**config.mk**
```make
export PLATFORM = sky130hd
export DESIGN_NAME = alu_issue_stage
export DESIGN_NICKNAME = d
export VERILOG_FILES = /design/src/rtl/alu_issue_stage_pkg.sv /design/src/rtl/alu_issue_stage_reg_file_2r1w.sv /design/src/rtl/alu_issue_stage.sv
export SDC_FILE = /design/constraint.sdc
export NUM_CORES = 2
export LEC_CHECK = 0
export BUFFER_PORTS_ARGS = -buffer_cell sky130_fd_sc_hd__buf_2
export CORE_MARGIN = 2
export CORE_UTILIZATION = 55
export DETAILED_ROUTE_END_ITERATION = 8
export HOLD_SLACK_MARGIN = 0.03
export PLACE_DENSITY_LB_ADDON = 0.2
export SETUP_SLACK_MARGIN = 0.5
export SYNTH_ARGS = -nofsm -noshare
export SYNTH_HDL_FRONTEND = slang
export SYNTH_SLANG_ARGS = --single-unit
```
**constraint.sdc**
```tcl
create_clock -name clk_i -period 5.25 [get_ports clk_i]
set_input_delay 0.2625 -clock clk_i [delete_from_list [all_inputs] [get_ports clk_i]]
set_output_delay 0.2625 -clock clk_i [all_outputs]
set_load 0.05 [all_outputs]
```
**src/rtl/alu_issue_stage_pkg.sv**
```systemverilog
// rtl/alu_issue_stage_pkg.sv - shared widths and ALU select codes for the issue stage
package alu_issue_stage_pkg;

  localparam int DEF_DATA_W     = 32;
  localparam int DEF_REG_ADDR_W = 5;
  localparam int DEF_NUM_REGS   = 2 ** DEF_REG_ADDR_W;
  localparam int SEL_W          = 4;

  typedef enum logic [SEL_W-1:0] {
    ALU_ADD = 4'd0,
    ALU_SUB = 4'd1,
    ALU_AND = 4'd2,
    ALU_OR  = 4'd3,
    ALU_XOR = 4'd4,
    ALU_EQ  = 4'd5,
    ALU_GT  = 4'd6,
    ALU_LT  = 4'd7,
    ALU_SHR = 4'd8,
    ALU_SHL = 4'd9
  } alu_sel_e;

endpackage

```
**src/rtl/alu_issue_stage_reg_file_2r1w.sv**
```systemverilog
// rtl/alu_issue_stage_reg_file_2r1w.sv - register file, 2 async reads, 1 sync write, r0 reads 0
module alu_issue_stage_reg_file_2r1w
  import alu_issue_stage_pkg::*;
#(
  parameter int DATA_W   = DEF_DATA_W,
  parameter int ADDR_W   = DEF_REG_ADDR_W,
  parameter int NUM_REGS = DEF_NUM_REGS
) (
  input  logic              clk_i,
  input  logic              rst_n_i,
  input  logic [ADDR_W-1:0] ra_addr_i,
  output logic [DATA_W-1:0] ra_data_o,
  input  logic [ADDR_W-1:0] rb_addr_i,
  output logic [DATA_W-1:0] rb_data_o,
  input  logic              we_i,
  input  logic [ADDR_W-1:0] wa_i,
  input  logic [DATA_W-1:0] wd_i
);

  logic [DATA_W-1:0] regs_q [NUM_REGS];

  // Reset has priority, so a write pending on the reset edge is dropped.
  always_ff @(posedge clk_i) begin
    if (!rst_n_i) begin
      for (int i = 0; i < NUM_REGS; i++) begin
        regs_q[i] <= '0;
      end
    end else if (we_i && (wa_i != '0)) begin
      regs_q[wa_i] <= wd_i;
    end
  end

  assign ra_data_o = (ra_addr_i == '0) ? '0 : regs_q[ra_addr_i];
  assign rb_data_o = (rb_addr_i == '0) ? '0 : regs_q[rb_addr_i];

endmodule

```
**src/rtl/alu_issue_stage.sv**
```systemverilog
// rtl/alu_issue_stage.sv - operand fetch/issue (EX) and result capture (WB) around an external ALU
// ALU_ISSUE_FWD_EN: forward alu_c into the accepted op instead of stalling on a RAW hazard.
module alu_issue_stage
  import alu_issue_stage_pkg::*;
#(
  parameter int DATA_W     = DEF_DATA_W,
  parameter int REG_ADDR_W = DEF_REG_ADDR_W,
  parameter int NUM_REGS   = DEF_NUM_REGS
) (
  input  logic                  clk_i,
  input  logic                  rst_n_i,
  input  logic                  in_valid_i,
  output logic                  in_ready_o,
  input  logic [SEL_W-1:0]      in_op_i,
  input  logic [REG_ADDR_W-1:0] in_rs_i,
  input  logic [REG_ADDR_W-1:0] in_rt_i,
  input  logic [REG_ADDR_W-1:0] in_rd_i,
  input  logic                  in_we_i,
  output logic [DATA_W-1:0]     alu_a_o,
  output logic [DATA_W-1:0]     alu_b_o,
  output logic [SEL_W-1:0]      alu_sel_o,
  input  logic [DATA_W-1:0]     alu_c_i,
  output logic                  out_valid_o,
  input  logic                  out_ready_i,
  output logic [DATA_W-1:0]     out_data_o,
  output logic [REG_ADDR_W-1:0] out_rd_o
);

  logic                  ex_valid_q, ex_valid_d;
  logic [DATA_W-1:0]     ex_a_q, ex_a_d, ex_b_q, ex_b_d;
  logic [SEL_W-1:0]      ex_sel_q, ex_sel_d;
  logic [REG_ADDR_W-1:0] ex_rd_q, ex_rd_d;
  logic                  ex_we_q, ex_we_d;
  logic                  out_valid_q, out_valid_d;
  logic [DATA_W-1:0]     out_data_q, out_data_d;
  logic [REG_ADDR_W-1:0] out_rd_q, out_rd_d;

  logic [DATA_W-1:0] rf_a, rf_b, opnd_a, opnd_b;
  logic advance, xfer, wb_we, in_ready, accept;

  assign advance = !out_valid_q || out_ready_i;
  assign xfer    = ex_valid_q && advance;
  assign wb_we   = xfer && ex_we_q && (ex_rd_q != '0);

  alu_issue_stage_reg_file_2r1w #(
    .DATA_W   (DATA_W),
    .ADDR_W   (REG_ADDR_W),
    .NUM_REGS (NUM_REGS)
  ) u_rf (
    .clk_i     (clk_i),
    .rst_n_i   (rst_n_i),
    .ra_addr_i (in_rs_i),
    .ra_data_o (rf_a),
    .rb_addr_i (in_rt_i),
    .rb_data_o (rf_b),
    .we_i      (wb_we),
    .wa_i      (ex_rd_q),
    .wd_i      (alu_c_i)
  );

`ifdef ALU_ISSUE_FWD_EN
  assign opnd_a   = (wb_we && (ex_rd_q == in_rs_i)) ? alu_c_i : rf_a;
  assign opnd_b   = (wb_we && (ex_rd_q == in_rt_i)) ? alu_c_i : rf_b;
  assign in_ready = !ex_valid_q || advance;
`else
  logic raw_hazard;
  // Interlock until the producer leaves EX; the RF then holds its result.
  assign raw_hazard = ex_valid_q && ex_we_q && (ex_rd_q != '0) &&
                      ((ex_rd_q == in_rs_i) || (ex_rd_q == in_rt_i));
  assign opnd_a     = rf_a;
  assign opnd_b     = rf_b;
  assign in_ready   = (!ex_valid_q || advance) && !raw_hazard;
`endif

  assign accept = in_valid_i && in_ready;

  always_comb begin
    ex_valid_d  = ex_valid_q;
    ex_a_d      = ex_a_q;
    ex_b_d      = ex_b_q;
    ex_sel_d    = ex_sel_q;
    ex_rd_d     = ex_rd_q;
    ex_we_d     = ex_we_q;
    out_valid_d = out_valid_q;
    out_data_d  = out_data_q;
    out_rd_d    = out_rd_q;

    if (accept) begin
      ex_valid_d = 1'b1;
      ex_a_d     = opnd_a;
      ex_b_d     = opnd_b;
      ex_sel_d   = in_op_i;
      ex_rd_d    = in_rd_i;
      ex_we_d    = in_we_i;
    end else if (xfer) begin
      ex_valid_d = 1'b0;
    end

    if (xfer) begin
      out_valid_d = 1'b1;
      out_data_d  = alu_c_i;
      out_rd_d    = ex_rd_q;
    end else if (out_ready_i) begin
      out_valid_d = 1'b0;
    end
  end

  always_ff @(posedge clk_i) begin
    if (!rst_n_i) begin
      ex_valid_q  <= 1'b0;
      ex_a_q      <= '0;
      ex_b_q      <= '0;
      ex_sel_q    <= '0;
      ex_rd_q     <= '0;
      ex_we_q     <= 1'b0;
      out_valid_q <= 1'b0;
      out_data_q  <= '0;
      out_rd_q    <= '0;
    end else begin
      ex_valid_q  <= ex_valid_d;
      ex_a_q      <= ex_a_d;
      ex_b_q      <= ex_b_d;
      ex_sel_q    <= ex_sel_d;
      ex_rd_q     <= ex_rd_d;
      ex_we_q     <= ex_we_d;
      out_valid_q <= out_valid_d;
      out_data_q  <= out_data_d;
      out_rd_q    <= out_rd_d;
    end
  end

  assign in_ready_o  = in_ready;
  assign alu_a_o     = ex_a_q;
  assign alu_b_o     = ex_b_q;
  assign alu_sel_o   = ex_sel_q;
  assign out_valid_o = out_valid_q;
  assign out_data_o  = out_data_q;
  assign out_rd_o    = out_rd_q;

endmodule

```
* Yosys cells after proc, flatten, opt, wreduce, memory -nomap -nowiden *
Memory sizes are Yosys's and may differ from the RTL's.
Cells that the tools add are included.
Widths: inputs -> output; s select.

cells by class
  $add $sub $neg = 0
  multipliers = 0
  divide/modulo/power cells = 0
  $lt $le $gt $ge = 0
  eq/ne operators = 2
  shift-type cells = 0
  muxes and demuxes = 13
  bitwise logic cells = 0
  reductions and logical operators = 21

operators by type and width
  operator           number
  $mux 32            3
  $reduce_or 32->1   1
  $eq 5x5->1         2
  $logic_not 5->1    2
  $logic_and 1x1->1  9
  $mux 1             9
  $mux 5             1
  $reduce_bool 5->1  1
  $reduce_bool 2->1  2
  $logic_not 1->1    3
  $logic_or 1x1->1   3

word-level totals
  flip-flop bits (word level) = 113
  bits in latches = 0
  bits in writable memories = 1,024
  ROM bits = 0
  input bits = 56
  output and inout port bits = 107
  memories kept = 1

memories
  memory       words  width  rd ports  clocked after Yosys merged registers in  wr ports  RTL line                             text
  u_rf.regs_q  32     32     2         0                                        32        alu_issue_stage_reg_file_2r1w.sv:20  logic [DATA_W-1:0] regs_q [NUM_REGS];

* Logic depth before layout (Yosys ltp) *
  word-level depth = 11
  mapped depth = 10

* Cells and area by module *
Synthesis repeated with hierarchy kept, for this count alone.

unflattened totals
  cells, all modules = 4,019
  area total of the unflattened synthesis = 58,778.9 um2

by module, submodules not included
  module                         instances  cells an instance  area each (um2)  sequential area each (um2)
  alu_issue_stage_reg_file_2r1w  1          3,509              54,204.5         30,749.5
  alu_issue_stage                1          510                4,574.4          2,262.2

* Least setup slack after synthesis *
Ideal clock, no wire load.

  path kind = reg-to-reg
  start = register out_valid_q, in the netlist out_valid_o
  end = memory u_rf.regs_q[15][0] in the netlist's numbering (enable)
  setup time = 0.466 ns
  data arrival time = 3.703 ns
  data required time = 4.784 ns
  slack = 1.081 ns
  stages on the path, launching flop included = 7
  cell sequence = dfxtp_1 -> nor2b_1 -> nor2_1 -> and3_1 -> nand3_1 -> clkbuf_1 -> o21ai_0

RTL lines
  item                    RTL line                             text
  start, declared         alu_issue_stage.sv:34                logic out_valid_q, out_valid_d;
  start signal, assigned  alu_issue_stage.sv:126               out_valid_q <= out_valid_d;
  end, declared           alu_issue_stage_reg_file_2r1w.sv:20

==> metrics.txt <==
outcome=finished, final reports clean; top cells by area, synth=edfxtp_1 53%, mux4_2 18%, and2_1 11%, dfxtp_1 3.9%, mux2i_1 2.4%; Starting Density=a little under three fifths; core footprint=~110,000 µm²; CP Buf/Inv Count=1; top-area cell type share of the netlist area=a little over half; CP arrival=4270 ps; # nets final=4,038; most common library cells after synthesis=1,024 x edfxtp_1, 996 x and2_1, 466 x mux4_2; met3 usage=under 10%; reg-to-reg endpoint=u_rf.regs_q[16][8]; via count=between 30,000 and 40,000; slowest CP cell=o21ai_4; Setup violations, final=0; Post-CTS Resized=0; initial antenna violation count=7; min-delay worst type=in2reg; Pint=0.0159 W; Num CTS Buffers=120; Sequential Power Share=between 40% and 50%; Req. time, crit path=between 5000 and 6000 ps; hpwl dp=about 110,000 µm; post-synthesis sequential area ratio=between 50% and 60%; critical path cell sequence=or3_1 -> nand3_1 -> o21ai_4 -> buf_4; Max Cap Viol=0; Startpoint Class=flop; delay-heaviest family, CP=simple AND/OR/NAND/NOR gates; Top-Level Pins=163; met2 Usage GRT=about 52%; Syn. warnings=0; # rows=~120; All-Layer GR Usage=34.7%; Worst path depth=4; Max Buffers Root-to-Sink=3; Clock Latency Late Sink=720 ps; clock share of power=39.9%; mapped cell area=around 58,000 µm²; Slowest Stage Delay on Critical Path=~1100 ps; Slew @ Worst Pin=around 1300 ps; fmax=259 MHz; global route hottest layer=met2; Pins Over Slew Limit=0; final WL=around 190,000 µm; drt drc=0; Power Dens Cells=roughly 330 nW/µm²; Via-to-Cell Ratio=6.85; Synth async-reset ratio=0%; DR iter-0 viols=5,757; Reg clk slew, reported paths=around 60 ps; Logic pwr share=between 10% and 20%; Critical Path End=u_rf.regs_q[16][8]; unrepaired setup endpoints after global routing=no; Yosys top cell by area=edfxtp_1; share of layout cells above drive strength 1=between 20% and 30%; Worst Hold Slack=between 100 and 150 ps; count leader, synth=edfxtp_1; number of synthesized flops with an enable pin=approximately 1,000; Vert. Die Dim=approximately 330 µm; clk root buf=clkbuf_16; routability cong.=0.881; critical path class=reg2reg; worst reg2reg startpoint=ex_rd_q[2]; H-tree levels=3; port buffer count=162; Area Growth Syn to Fin=11.0%; largest net degree at the start of global routing=roughly 110; leakage power=23.4 nW; global-route wire length before repair=266,000 µm; flop and latch count out of synthesis=between 1,000 and 1,500; M1 GR Usage=just under 50%; CP endpoint kind=flop; Die Area=between 100,000 and 150,000 µm²; skew final=between 20 and 30 ps; Critical Path Start=ex_rd_q[2]; Slew headroom=about 12%; Antenna Nets Post-Route=0; clk sinks=~1,100; setup TNS=0 ps; vias in the first global route=37,129; synthesized area per cell=between 10 and 15 µm²; DIE WIDTH=330 µm; Pre-antenna DRT Iters=5; GR Overflow Total=0; CTS tree=yes; worst-path fanout max=17; library cells used by synthesis=42; R2R cell count=4; wire length per cell=between 30 and 40 µm; fin crit share=between 70% and 80%; Switch Pwr=0.00539 W; Sw Ratio=25.3%; Max VDD drop=between 0.0003 and 0.0004 V; Synth Flop Type=edfxtp_1; Min Clock Period, post-route=about 3900 ps; r2r setup slk=roughly 1400 ps; Synth Instances=around 4,000; final-report hold violation count=0
logic make-up after synthesis:
family	Yosys count	synth area share, %
flops	1137	56.6
compound gates	365	4.77
mux	696	22.1
simple gates	1334	13.2
buf+inv	426	3.16
other cells	1	0.00643
xor+xnor	10	0.150
routing by layer:
metal / vias to the layer above / share of wire [%]
met5: - / 0
met4: 0 / 4.9
met3: 431 / 12
met2: 2653 / 45
met1: 19344 / 38
li1: 15116 / -
through the flow:
| step | util, % | instances | setup WS, ps | total power, W | area (µm²) |
|---|---|---|---|---|---|
| after floorplan | - | 4000 | 1080 | 0.0121 | 58500 |
| final | 61.5 | 5480 | 1380 | 0.0213 | 64800 |
| after detailed placement | 57.8 | 5240 | 1420 | 0.0129 | 60800 |
| after global placement | 57.8 | 5240 | 1500 | 0.0129 | 60800 |
| after CTS | 61.5 | 5475 | 1410 | 0.0212 | 64800 |
| after global routing | 61.5 | 5475 | 1280 | 0.0217 | 64800 |
repair_timing:
action | CTS | global route
hold buffers | 11 | 0
buffers inserted | 0 | 0
endpoints found under the hold margin | 12 | 0
layout make-up:
| type | count | area, µm² |
|---|---|---|
| clock inverter | 61 | 534 |
| sequential | 1137 | 33000 |
| antenna | 5 | 12.5 |
| multi-input combinational | 2437 | 24200 |
| inverter | 3 | 13.8 |
| tap | 1391 | 1740 |
| clock buffer | 163 | 3310 |
| fill | 7760 | 40500 |
| timing repair buffer | 283 | 1910 |
how the worst min path moves through the flow:
stage,depth (start not counted),slack [ps],to,from
after global routing,3,100,alu_b_o[7],in_rt_i[4]
final,3,100,out_data_o[13],alu_c_i[13]
after global placement,2,440,out_data_o[18],out_data_o[18]
after floorplan,2,400,out_data_o[0],alu_c_i[0]
after CTS,3,50,alu_b_o[7],in_rt_i[4]
after detailed placement,2,440,out_data_o[11],out_data_o[11]
cells in the final DEF, fill, tap and decap left out, types with 10 or more instances in the layout:
cell type / Yosys / layout
dlygate4sd3_1: 0 / 11
mux2i_1: 138 / 138
buf_4: 15 / 106
o21ai_4: 0 / 31
a21oi_1: 46 / 46
a22oi_1: 65 / 65
mux4_2: 466 / 466
and2_1: 996 / 993
o21ai_1: 11 / 11
clkbuf_1: 289 / 30
mux2_2: 66 / 66
edfxtp_1: 1024 / 1024
nand2b_1: 35 / 34
nand2_1: 135 / 135
mux2_1: 26 / 26
a221oi_1: 57 / 57
clkinv_2: 0 / 21
o22ai_1: 53 / 53
clkbuf_16: 0 / 123
o21ai_0: 60 / 29
xor2_1: 10 / 10
buf_2: 65 / 153
clkinv_1: 1 / 24
nor2_4: 0 / 29
conb_1: 1 / 32
o2bb2ai_2: 30 / 30
a32o_1: 25 / 25
dfxtp_1: 113 / 113
nand3_1: 53 / 52
nor2_1: 95 / 60
power by group through the flow:
stage | sequential (W) | clock [W] | combinational [W]
after floorplan | 0.0107 | 0 | 0.00137
after global placement | 0.0106 | 0 | 0.00231
after detailed placement | 0.0106 | 0 | 0.00232
after CTS | 0.0104 | 0.00849 | 0.00234
after global routing | 0.0104 | 0.00883 | 0.00245
final | 0.0104 | 0.00849 | 0.00237
worst reg2reg max path, stage by stage (launching register included):
cell and delay, ps:
dfxtp_1 550, or3_1 620, nand3_1 850, o21ai_4 1080
buf_4 440
registers in the layout (all words and copies together), names as in the netlist:
name         cells
u_rf.regs_q   1024
alu_b_o         32
out_valid_o      1
ex_we_q          1
alu_sel_o        4
out_rd_o         5
out_data_o      32
ex_valid_q       1
alu_a_o         32
ex_rd_q          5
Power figures use the tool's default switching activity.
